[src/rtl/sdff_scan_bank_if.sv]
// Bus bundle for sdff_scan_bank: capture/scan controls and data in, register state and scan status out.
interface sdff_scan_bank_if #(
    parameter int WIDTH  = 8,
    parameter int CHAINS = 2
);
    logic              EN;
    logic              SE;
    logic [WIDTH-1:0]  D;
    logic [CHAINS-1:0] SI;
    logic [WIDTH-1:0]  Q;
    logic [CHAINS-1:0] SO;
    logic              DONE;

    modport master (output EN, SE, D, SI, input Q, SO, DONE);
    modport slave  (input EN, SE, D, SI, output Q, SO, DONE);
endinterface

[src/rtl/sdff_scan_bank.sv]
// Mux-scan register bank: WIDTH bits split into CHAINS equal scan segments,
// with functional capture, hold, serial shift and a full-segment shift counter.
module sdff_scan_bank #(
    parameter int               WIDTH     = 8,
    parameter int               CHAINS    = 2,
    parameter logic [WIDTH-1:0] RESET_VAL = {WIDTH{1'b1}}
) (
    input logic              CLK,
    input logic              RST,
    sdff_scan_bank_if.slave  bus
);
    localparam int L     = WIDTH / CHAINS;
    localparam int CNT_W = (L > 1) ? $clog2(L) : 1;

    generate
        if (WIDTH < 1 || CHAINS < 1 || (WIDTH % CHAINS) != 0) begin : g_bad_params
            $error("sdff_scan_bank: CHAINS must divide WIDTH exactly");
        end
    endgenerate

    logic [WIDTH-1:0] q_p0;
    logic [WIDTH-1:0] shifted;
    logic [CNT_W-1:0] cnt_p0;
    logic             done_p0;

    // Each segment shifts toward its MSB, taking SI[c] in at its LSB.
    always_comb begin
        shifted = '0;
        for (int c = 0; c < CHAINS; c++) begin
            shifted[c*L] = bus.SI[c];
            for (int i = 1; i < L; i++) begin
                shifted[c*L+i] = q_p0[c*L+i-1];
            end
        end
    end

    // Register update: RST > SE > EN > hold; counter only advances on consecutive shifts.
    always_ff @(posedge CLK) begin
        if (RST) begin
            q_p0    <= RESET_VAL;
            cnt_p0  <= '0;
            done_p0 <= 1'b0;
        end else if (bus.SE) begin
            q_p0 <= shifted;
            if (cnt_p0 == CNT_W'(L - 1)) begin
                cnt_p0  <= '0;
                done_p0 <= 1'b1;
            end else begin
                cnt_p0  <= cnt_p0 + 1'b1;
                done_p0 <= 1'b0;
            end
        end else begin
            if (bus.EN) begin
                q_p0 <= bus.D;
            end
            cnt_p0  <= '0;
            done_p0 <= 1'b0;
        end
    end

    always_comb begin
        bus.SO = '0;
        for (int c = 0; c < CHAINS; c++) begin
            bus.SO[c] = q_p0[c*L+L-1];
        end
    end

    assign bus.Q    = q_p0;
    assign bus.DONE = done_p0;
endmodule
[src/flat_wrapper.sv]
// flat-port wrapper written by rule: the top's interface ports become plain ports
module sdff_scan_bank_flat 
#(
    parameter int               WIDTH     = 8,
    parameter int               CHAINS    = 2,
    parameter logic [WIDTH-1:0] RESET_VAL = {WIDTH{1'b1}}
)
  (CLK, RST, bus_EN, bus_SE, bus_D, bus_SI, bus_Q, bus_SO, bus_DONE);
  sdff_scan_bank_if #(.WIDTH(WIDTH), .CHAINS(CHAINS)) bus_i ();
  input logic CLK;
  input logic RST;
  input wire logic [$bits(bus_i.EN)-1:0] bus_EN;
  input wire logic [$bits(bus_i.SE)-1:0] bus_SE;
  input wire logic [$bits(bus_i.D)-1:0] bus_D;
  input wire logic [$bits(bus_i.SI)-1:0] bus_SI;
  output wire logic [$bits(bus_i.Q)-1:0] bus_Q;
  output wire logic [$bits(bus_i.SO)-1:0] bus_SO;
  output wire logic [$bits(bus_i.DONE)-1:0] bus_DONE;
  assign bus_i.EN = bus_EN;
  assign bus_i.SE = bus_SE;
  assign bus_i.D = bus_D;
  assign bus_i.SI = bus_SI;
  assign bus_Q = bus_i.Q;
  assign bus_SO = bus_i.SO;
  assign bus_DONE = bus_i.DONE;
  sdff_scan_bank #(.WIDTH(WIDTH), .CHAINS(CHAINS), .RESET_VAL(RESET_VAL)) u_core (.CLK(CLK), .RST(RST), .bus(bus_i));
endmodule
[config.mk]
export PLATFORM = sky130hd
export DESIGN_NAME = sdff_scan_bank_flat
export DESIGN_NICKNAME = d
export VERILOG_FILES = /design/src/rtl/sdff_scan_bank_if.sv /design/src/rtl/sdff_scan_bank.sv /design/src/flat_wrapper.sv
export SDC_FILE = /design/constraint.sdc
export NUM_CORES = 1
export LEC_CHECK = 0
export ABC_AREA = 1
export BUFFER_PORTS_ARGS = -buffer_cell sky130_fd_sc_hd__buf_4
export CAP_MARGIN = 20
export CORE_ASPECT_RATIO = 0.75
export CORE_UTILIZATION = 24
export CTS_CLUSTER_DIAMETER = 80
export DETAILED_ROUTE_END_ITERATION = 12
export PLACE_DENSITY = 0.6
export SLEW_MARGIN = 10
export SYNTH_ARGS = -nofsm -noshare
export SYNTH_HDL_FRONTEND = slang
export SYNTH_SLANG_ARGS = --single-unit
[constraint.sdc]
create_clock -name CLK -period 0.8 [get_ports CLK]
set_clock_uncertainty 0.15 [all_clocks]
set_input_delay 0.08 -clock CLK [delete_from_list [all_inputs] [get_ports CLK]]
set_output_delay 0.08 -clock CLK [all_outputs]
set_load 0.01 [all_outputs]
==> flow_metrics.tcl, run 1 <==
set metrics [dict create \
    status "complete, but fails checks" \
    violations "hold timing, setup timing" \
    vias 518 \
    endpoint_kind "output pin" \
    switching_share_pct 27.0 \
    avgViaCountPerCell 4.75 \
    dieArea_um2 2240 \
    grt_antenna_before_repair 0 \
    drive_gt1_share_pct 70.1 \
    grt_max_degree 11 \
    slew_headroom_pct 85.3 \
    ys_ff_latch 11 \
    grt_pass1_vias 446 \
    hp-start "bus_SI[1]" \
    fin_nets 103 \
    clk-insertion-delay-late_ns 0.27 \
    port-buffer-count 24 \
    area_delta_synth_final_pct 72.1 \
    core-area_um2 1820 \
    tightest_slew_ns 0.221 \
    p_comb_share_pct 25.0 \
    ir_drop_uv 853 \
    syn_inst 58 \
    cp_max_fo 3 \
    crit_arrival_ns 0.73 \
    max_stage_delay_ns 0.36 \
    finalCriticalPeriod_ns 0.961 \
    path_cells "buf_6" \
    post_dp_cell_area_um2 677 \
    io-pin-count 25 \
    cts_sinks 11 \
    p_clk_share_pct 28.3 \
    postRouteAntennaNets 0 \
    cts_buffers 3 \
    fin_hold_ws_ns -0.119 \
    pwr-share-seq_pct 46.7 \
    htreeDepth 1 \
    first_pass_iters 4 \
    rsz0062_at_grt "true" \
    final.period_utilization_pct 120 \
    hold_depth 3 \
    ys_seq_area_share_pct 44.7 \
    yosys-top-cells-area "dfxtp_1, nand3_1, a21oi_1, nand2_1, buf_4" \
    final_cell_area_um2 848 \
    die_w_um 54.3 \
    drc 0 \
    rr_startpoint "u_core.bus.Q[0]" \
    internal_power_uw 977 \
    worstReg2RegEnd "u_core.bus.Q[1]" \
    syn_area_um2 493 \
    fmax_mhz 1040 \
    maxSlewViolCount 0 \
    num_antenna_cells 0 \
    path_class "reg -> out" \
    hold_violations 9 \
    path_buf_inv 1 \
    r2r_slack_ns -0.12 \
    initialDrtViolationCount 8 \
    power_density_nw_per_um2 1580 \
    clk_pin_slew_ns 0.07 \
    fin_ws_ns -0.161 \
    fill_cells 185 \
    synth_top_area_share_pct 44.7 \
    setup_viol 22 \
    yosysWarnings 0 \
    p_leak_uw 0.000359 \
    die_h_um 41.3 \
    cts-root-buf "clkbuf_4" \
    crit_family "flip-flops" \
    ff2ff_path_depth 3 \
    dpl.hpwl_um 833 \
    hold_class "in -> reg" \
    avgSynthCellArea_um2 8.50 \
    utilization_pct 46.6 \
    cp-start-kind "register" \
    power.switching_uw 362 \
    yosysTopAreaCell "dfxtp_1" \
    syn_nets 73 \
    routedWlPerCell_um 11.4 \
    rows 13 \
    gr-usage-all-layers_pct 12.8 \
    cts_tree "done" \
    initial_core_util_pct 27.1 \
    grt_overflow 0 \
    drv_cap 0 \
    grt_first_pass_wirelength_um 1900 \
    cp_slowest_cell "dfxtp_2" \
    drt-total-wl_um 1240 \
    gp_congestion 0.677 \
    clockBufferDepth 2 \
    ys_types 16 \
    crit_required_ns 0.57 \
    min_to "u_core.bus.Q[4]" \
]
[how the worst max path moves through the flow]
| stage | endpoint | slack [ns] | startpoint | depth (start not counted) |
|---|---|---|---|---|
| after floorplan | u_core.cnt_p0[1] | -0.06 | u_core.cnt_p0[0] | 3 |
| after global placement | u_core.cnt_p0[1] | -0.07 | u_core.cnt_p0[0] | 3 |
| after detailed placement | u_core.cnt_p0[1] | -0.08 | u_core.cnt_p0[0] | 3 |
| after CTS | bus_Q[3] | -0.17 | u_core.bus.Q[3] | 1 |
| after global routing | bus_Q[1] | -0.20 | u_core.bus.Q[1] | 1 |
| final | bus_Q[7] | -0.16 | u_core.bus.Q[7] | 1 |
[tightest hold or removal path: cells and delay by family]
family / cells / cell delay (ns)
AOI/OAI and AO/OA: 1 / 0.05
and+or+nand+nor: 1 / 0.06
buffers and inverters: 1 / 0.08
[routing by layer]
metal / vias up / track usage [%] / wire, um
li1: 257 / - / -
met4: 0 / 1.92 / 0
met3: 0 / 7.78 / 106
met5: - / 0 / 0
met1: 239 / 15.3 / 528
met2: 22 / 20.1 / 607
[layout by cell type, fill, tap and decap left out, drive strengths merged]
cell type,netlist,final
dfxtp,11,11
a21oi,8,8
inv,3,3
ha,1,1
buf,5,30
clkbuf,0,4
nor2,4,4
nand2,9,9
nand3,16,16
nor3,1,1
[power by group through the flow]
stage | logic (uW) | registers, uW | clock network [uW]
2_1_floorplan | 120 | 638 | 0
6_report | 335 | 626 | 379
3_3_place_gp | 239 | 625 | 0
5_1_grt | 370 | 631 | 422
4_1_cts | 321 | 624 | 384
3_5_place_dp | 241 | 628 | 0
[synth_stat cells, drive strengths merged]
| cell | n |
|---|---|
| a21oi | 8 |
| nor2 | 4 |
| dfxtp | 11 |
| buf | 5 |
| nand2 | 9 |
| nor3 | 1 |
| inv | 3 |
| nand3 | 16 |
| ha | 1 |
[what timing repair did]
action / CTS / global route
resized for setup: 27 / 7
hold endpoints to repair: 9 / 9
pin swaps: 3 / 3
setup endpoints to repair: 16 / 22
buffers inserted: 6 / 0
gates cloned: 0 / 0
[flip-flops by register name, indices dropped and copies added (netlist names)]
register / flops
u_core.bus.Q: 8
u_core.bus.DONE: 1
u_core.cnt_p0: 2
[final cells by class]
| cell class | instances | area (um2) | share of cell area (%) |
|---|---|---|---|
| repair buffers | 30 | 282 | 33.2 |
| inverters | 3 | 16.3 | 1.92 |
| multi-input cells | 39 | 263 | 31.0 |
| flip-flops and latches | 11 | 234 | 27.6 |
| clock buffers | 4 | 26.3 | 3.10 |
| well taps | 22 | 27.5 | 3.24 |
[cell families (layout without fill, tap and decap cells)]
| group | Yosys count | in the layout | share of synthesized area [%] |
|---|---|---|---|
| flops | 11 | 11 | 44.7 |
| simple gates | 30 | 30 | 33.5 |
| compound gates | 8 | 8 | 8.12 |
| fa+ha+maj | 1 | 1 | 2.54 |
| buf+inv | 8 | 37 | 11.2 |
[through the flow]
| step | TNS [ns] | worst slack [ns] | power [uW] | std cells |
|---|---|---|---|---|
| after floorplan | -0.105 | -0.0570 | 758 | 58 |
| after global placement | -0.149 | -0.0672 | 865 | 99 |
| after detailed placement | -0.179 | -0.0790 | 869 | 99 |
| after CTS | -2.50 | -0.168 | 1330 | 109 |
| after global routing | -3.21 | -0.199 | 1420 | 109 |
| final | -2.39 | -0.161 | 1340 | 109 |
(Power assumes the default switching activity.)
==> run 2, diff against run 1 <==
--- a/config.mk
+++ b/config.mk
@@ -8,7 +8,7 @@
 export ABC_AREA = 1
 export BUFFER_PORTS_ARGS = -buffer_cell sky130_fd_sc_hd__buf_4
 export CAP_MARGIN = 20
-export CORE_ASPECT_RATIO = 0.75
+export CORE_ASPECT_RATIO = 1.25
 export CORE_UTILIZATION = 24
 export CTS_CLUSTER_DIAMETER = 80
 export DETAILED_ROUTE_END_ITERATION = 12
==> flow_metrics.tcl, run 2 (synthesis gave the netlist of run 1 again) <==
set metrics [dict create \
    core-area_um2 1850 \
    p_comb_share_pct 25.2 \
    htreeDepth 1 \
    fin_ws_ns -0.165 \
    fill_cells 187 \
    clockBufferDepth 2 \
    dieArea_um2 2240 \
    hold_class "in -> reg" \
    cts_buffers 3 \
    routedWlPerCell_um 12.2 \
    die_h_um 52.7 \
    tightest_slew_ns 0.225 \
    io-pin-count 25 \
    gp_congestion 0.699 \
    rows 17 \
    pre_cts_ws_ns -0.0836 \
    power_density_nw_per_um2 1590 \
    grt_overflow 0 \
    status "complete, but fails checks" \
    cts_sinks 11 \
    cp-start-kind "register" \
    cp_max_fo 3 \
    p_leak_uw 0.000366 \
    drive_gt1_share_pct 71.3 \
    clk-insertion-delay-late_ns 0.27 \
    internal_power_uw 983 \
    power.switching_uw 385 \
    largest_reg_flops 8 \
    endpoint_kind "output pin" \
    fin_hold_ws_ns -0.124 \
    slew_headroom_pct 85.0 \
    initial_core_util_pct 26.6 \
    avgViaCountPerCell 4.96 \
    switching_share_pct 28.1 \
    hold_violations 9 \
    rsz0062_at_grt "true" \
    cts_tree "done" \
    seq_area_um2 234 \
    clk_pin_slew_ns 0.08 \
    crit_required_ns 0.57 \
    multi_input_area_um2 268 \
    area_delta_synth_final_pct 74.4 \
    drt-total-wl_um 1290 \
    cts-root-buf "clkbuf_4" \
    cp.depth 1 \
    path_buf_inv 1 \
    fmax_mhz 1040 \
    path_class "reg -> out" \
    violations "hold timing, setup timing" \
    initialDrtViolationCount 13 \
    maxSlewViolCount 0 \
    num_antenna_cells 0 \
    fin_nets 103 \
    pwr-share-seq_pct 45.9 \
    final.period_utilization_pct 121 \
    finalPower_uw 1370 \
    path_cells "buf_6" \
    grt_first_pass_wirelength_um 2060 \
    p_clk_share_pct 29.0 \
    first_pass_iters 4 \
    hold_depth 3 \
    finalCriticalPeriod_ns 0.965 \
    dpl.hpwl_um 815 \
    cp_slowest_cell "dfxtp_2" \
    vias 526 \
    ff2ff_path_depth 3 \
    crit_arrival_ns 0.73 \
    layout_common_cells "buf_6, nand3_1, buf_4" \
    crit_family "flip-flops" \
    setup_viol 22 \
    grt_pass1_vias 494 \
    grt_max_degree 11 \
    max_stage_delay_ns 0.36 \
    die_w_um 42.5 \
    final_common_cell "buf_6" \
    drc 0 \
    gr-usage-all-layers_pct 12.3 \
    ir_drop_uv 885 \
    port-buffer-count 24 \
    grt_antenna_before_repair 0 \
    postRouteAntennaNets 0 \
    drv_cap 0 \
]
run 2: changes by cell type in the layout (fill, tap and decap cells not counted):
cell	previous run	this run
nand3_2	1	2
buf_4	15	13
nand3_1	15	14
inv_4	0	1
buf_6	15	17
inv_2	2	1
run 2: power by group through the flow:
stage / registers (uW) / logic [uW] / clock network, uW
floorplan: 638 / 120 / 0
global placement: 626 / 237 / 0
detailed placement: 626 / 241 / 0
CTS: 622 / 311 / 411
global route: 631 / 371 / 426
finish: 627 / 344 / 396
run 2: path summary, 6_finish.rpt:
kind	from	to	slack [ns]
hold / removal	bus_SI[0]	u_core.bus.Q[0]	-0.12
hold reg to reg	u_core.cnt_p0[0]	u_core.cnt_p0[0]	0.27
setup / recovery	u_core.bus.Q[3]	bus_Q[3]	-0.16
setup reg to reg	u_core.bus.Q[4]	u_core.bus.Q[5]	-0.13
run 2: through the flow:
stage                     hold slack [ns]  instance area, um2  std cells  utilization [%]  TNS (ns)
after floorplan                    0.0573                 508         58                -    -0.105
after global placement              0.151                 673         96             36.4    -0.137
after detailed placement            0.155                 673         96             36.4    -0.178
after CTS                          -0.134                 805        106             43.5     -2.67
after global routing               -0.110                 860        106             46.5     -3.06
final                              -0.124                 860        106             46.5     -2.48
run 2: what timing repair did:
item / in CTS / in global routing
endpoints found under the setup margin: 14 / 22
endpoints found under the hold margin: 9 / 9
buffers inserted: 6 / 0
pin swaps: 1 / 3
gates resized for setup: 23 / 15
run 2: final cells by class:
cell class                 count  share of cell area [%]
timing repair buffer          30                    33.6
multi-input combinational     39                    31.1
sequential                    11                    27.2
clock buffer                   4                    3.06
tap                           19                    2.77
inverter                       3                    2.18
run 2: routing by layer:
layer  vias up  part of all wire [%]  GRT usage, %
met3         4                   5.4          2.76
li1        254                     -             -
met5         -                     0             0
met4         0                   1.1          7.81
met1       251                    44          15.1
met2        17                    49          19.2
run 2: worst reg2reg max path, cell delays in order (launching register included):
cell     delay [ns]
dfxtp_2        0.34
buf_6          0.12
a21oi_2        0.13
nand3_1        0.08
==> run 3, diff against run 2 <==
--- a/config.mk
+++ b/config.mk
@@ -7,8 +7,7 @@
 export LEC_CHECK = 0
 export ABC_AREA = 1
 export BUFFER_PORTS_ARGS = -buffer_cell sky130_fd_sc_hd__buf_4
-export CAP_MARGIN = 20
-export CORE_ASPECT_RATIO = 1.25
+export CAP_MARGIN = 40
 export CORE_UTILIZATION = 24
 export CTS_CLUSTER_DIAMETER = 80
 export DETAILED_ROUTE_END_ITERATION = 12
==> flow_metrics.tcl, run 3 (synthesis gave the netlist of run 1 again) <==
set metrics [dict create \
    status "complete, but fails checks" \
    violations "hold timing, setup timing" \
    clk-insertion-delay-late_ns 0.27 \
    num_antenna_cells 0 \
    maxSlewViolCount 0 \
    setup_viol 22 \
    postRouteAntennaNets 0 \
    clk_pin_slew_ns 0.07 \
    cts_buffers 3 \
    gp_congestion 0.678 \
    grt_max_degree 11 \
    dpl.hpwl_um 797 \
    tightest_slew_ns 0.216 \
    pre_cts_ws_ns -0.0839 \
    path_cells "buf_6" \
    initial_core_util_pct 25.4 \
    path_buf_inv 1 \
    drv_cap 0 \
    htreeDepth 1 \
    ir_drop_uv 761 \
    final_common_cell "buf_6" \
    rsz0062_at_grt "true" \
    routedWlPerCell_um 10.8 \
    cp-start-kind "register" \
    largest_reg_flops 8 \
    cts_sinks 11 \
    slew_headroom_pct 85.6 \
    core-area_um2 1940 \
    endpoint_kind "output pin" \
    first_pass_iters 4 \
    max_stage_delay_ns 0.36 \
    fin_nets 104 \
    fin_hold_ws_ns -0.117 \
    clockBufferDepth 2 \
    initialDrtViolationCount 3 \
    area_delta_synth_final_pct 77.9 \
    p_leak_uw 0.000370 \
    vias 501 \
    cts_tree "done" \
    rows 16 \
    crit_family "flip-flops" \
    grt_overflow 0 \
    hold_violations 9 \
    die_w_um 47.3 \
    crit_arrival_ns 0.73 \
    grt_pass1_vias 434 \
    final.period_utilization_pct 120 \
    fin_ws_ns -0.163 \
    hold_class "in -> reg" \
    drc 0 \
    power_density_nw_per_um2 1540 \
    gr-usage-all-layers_pct 12.0 \
    layout_common_cells "buf_6, nand3_1, buf_4" \
    cp_max_fo 3 \
    die_h_um 47.3 \
    dieArea_um2 2240 \
    finalCriticalPeriod_ns 0.963 \
    path_class "reg -> out" \
    crit_required_ns 0.57 \
    cp_slowest_cell "dfxtp_2" \
    io-pin-count 25 \
    avgViaCountPerCell 4.36 \
    grt_antenna_before_repair 0 \
    cts-root-buf "clkbuf_4" \
    drt-total-wl_um 1250 \
    finalPower_uw 1350 \
    port-buffer-count 24 \
    drive_gt1_share_pct 72.7 \
    fmax_mhz 1040 \
    utilization_pct 45.2 \
    grt_first_pass_wirelength_um 1810 \
]
run 3: routing by layer:
metal / track usage, % / wire, um / vias to the layer above
met5: 0 / 0 / -
met4: 3.43 / 0 / 0
met3: 5.77 / 92 / 0
met2: 18.4 / 634 / 20
met1: 14.8 / 518 / 225
li1: - / - / 256
run 3: report_power, final:
part / internal, uW / total (uW) / switching, uW
Sequential: 593 / 626 / 33.8
Combinational: 201 / 347 / 145
Clock: 193 / 378 / 185
Total: 987 / 1350 / 364
run 3: area by class of cell:
cell class / instances / area (um2)
fillers: 209 / 1060
flip-flops and latches: 11 / 234
repair buffers: 31 / 297
multi-input cells: 39 / 270
inverters: 3 / 16.3
clock buffers: 4 / 26.3
well taps: 27 / 33.8
run 3: worst paths after layout:
check                   startpoint  slack, ns  cells past startpoint                to
hold reg to reg    u_core.bus.Q[3]       0.35                      2   u_core.bus.Q[3]
hold / removal           bus_SI[1]      -0.12                      3   u_core.bus.Q[4]
setup reg to reg  u_core.cnt_p0[1]      -0.10                      4  u_core.cnt_p0[1]
setup / recovery   u_core.bus.Q[7]      -0.16                      1          bus_Q[7]
run 3: metrics by stage:
step                      TNS [ns]  instance area, um2  std cells
after CTS                    -2.57                 821        114
after floorplan             -0.105                 508         58
final                        -2.31                 877        115
after global placement      -0.140                 683        104
after global routing         -3.10                 877        115
after detailed placement    -0.186                 683        104
run 3: repair_timing:
action	CTS	global route
pin swaps	1	2
buffers inserted	6	1
setup endpoints to repair	14	22
gates resized for setup	24	14
hold endpoints to repair	9	9
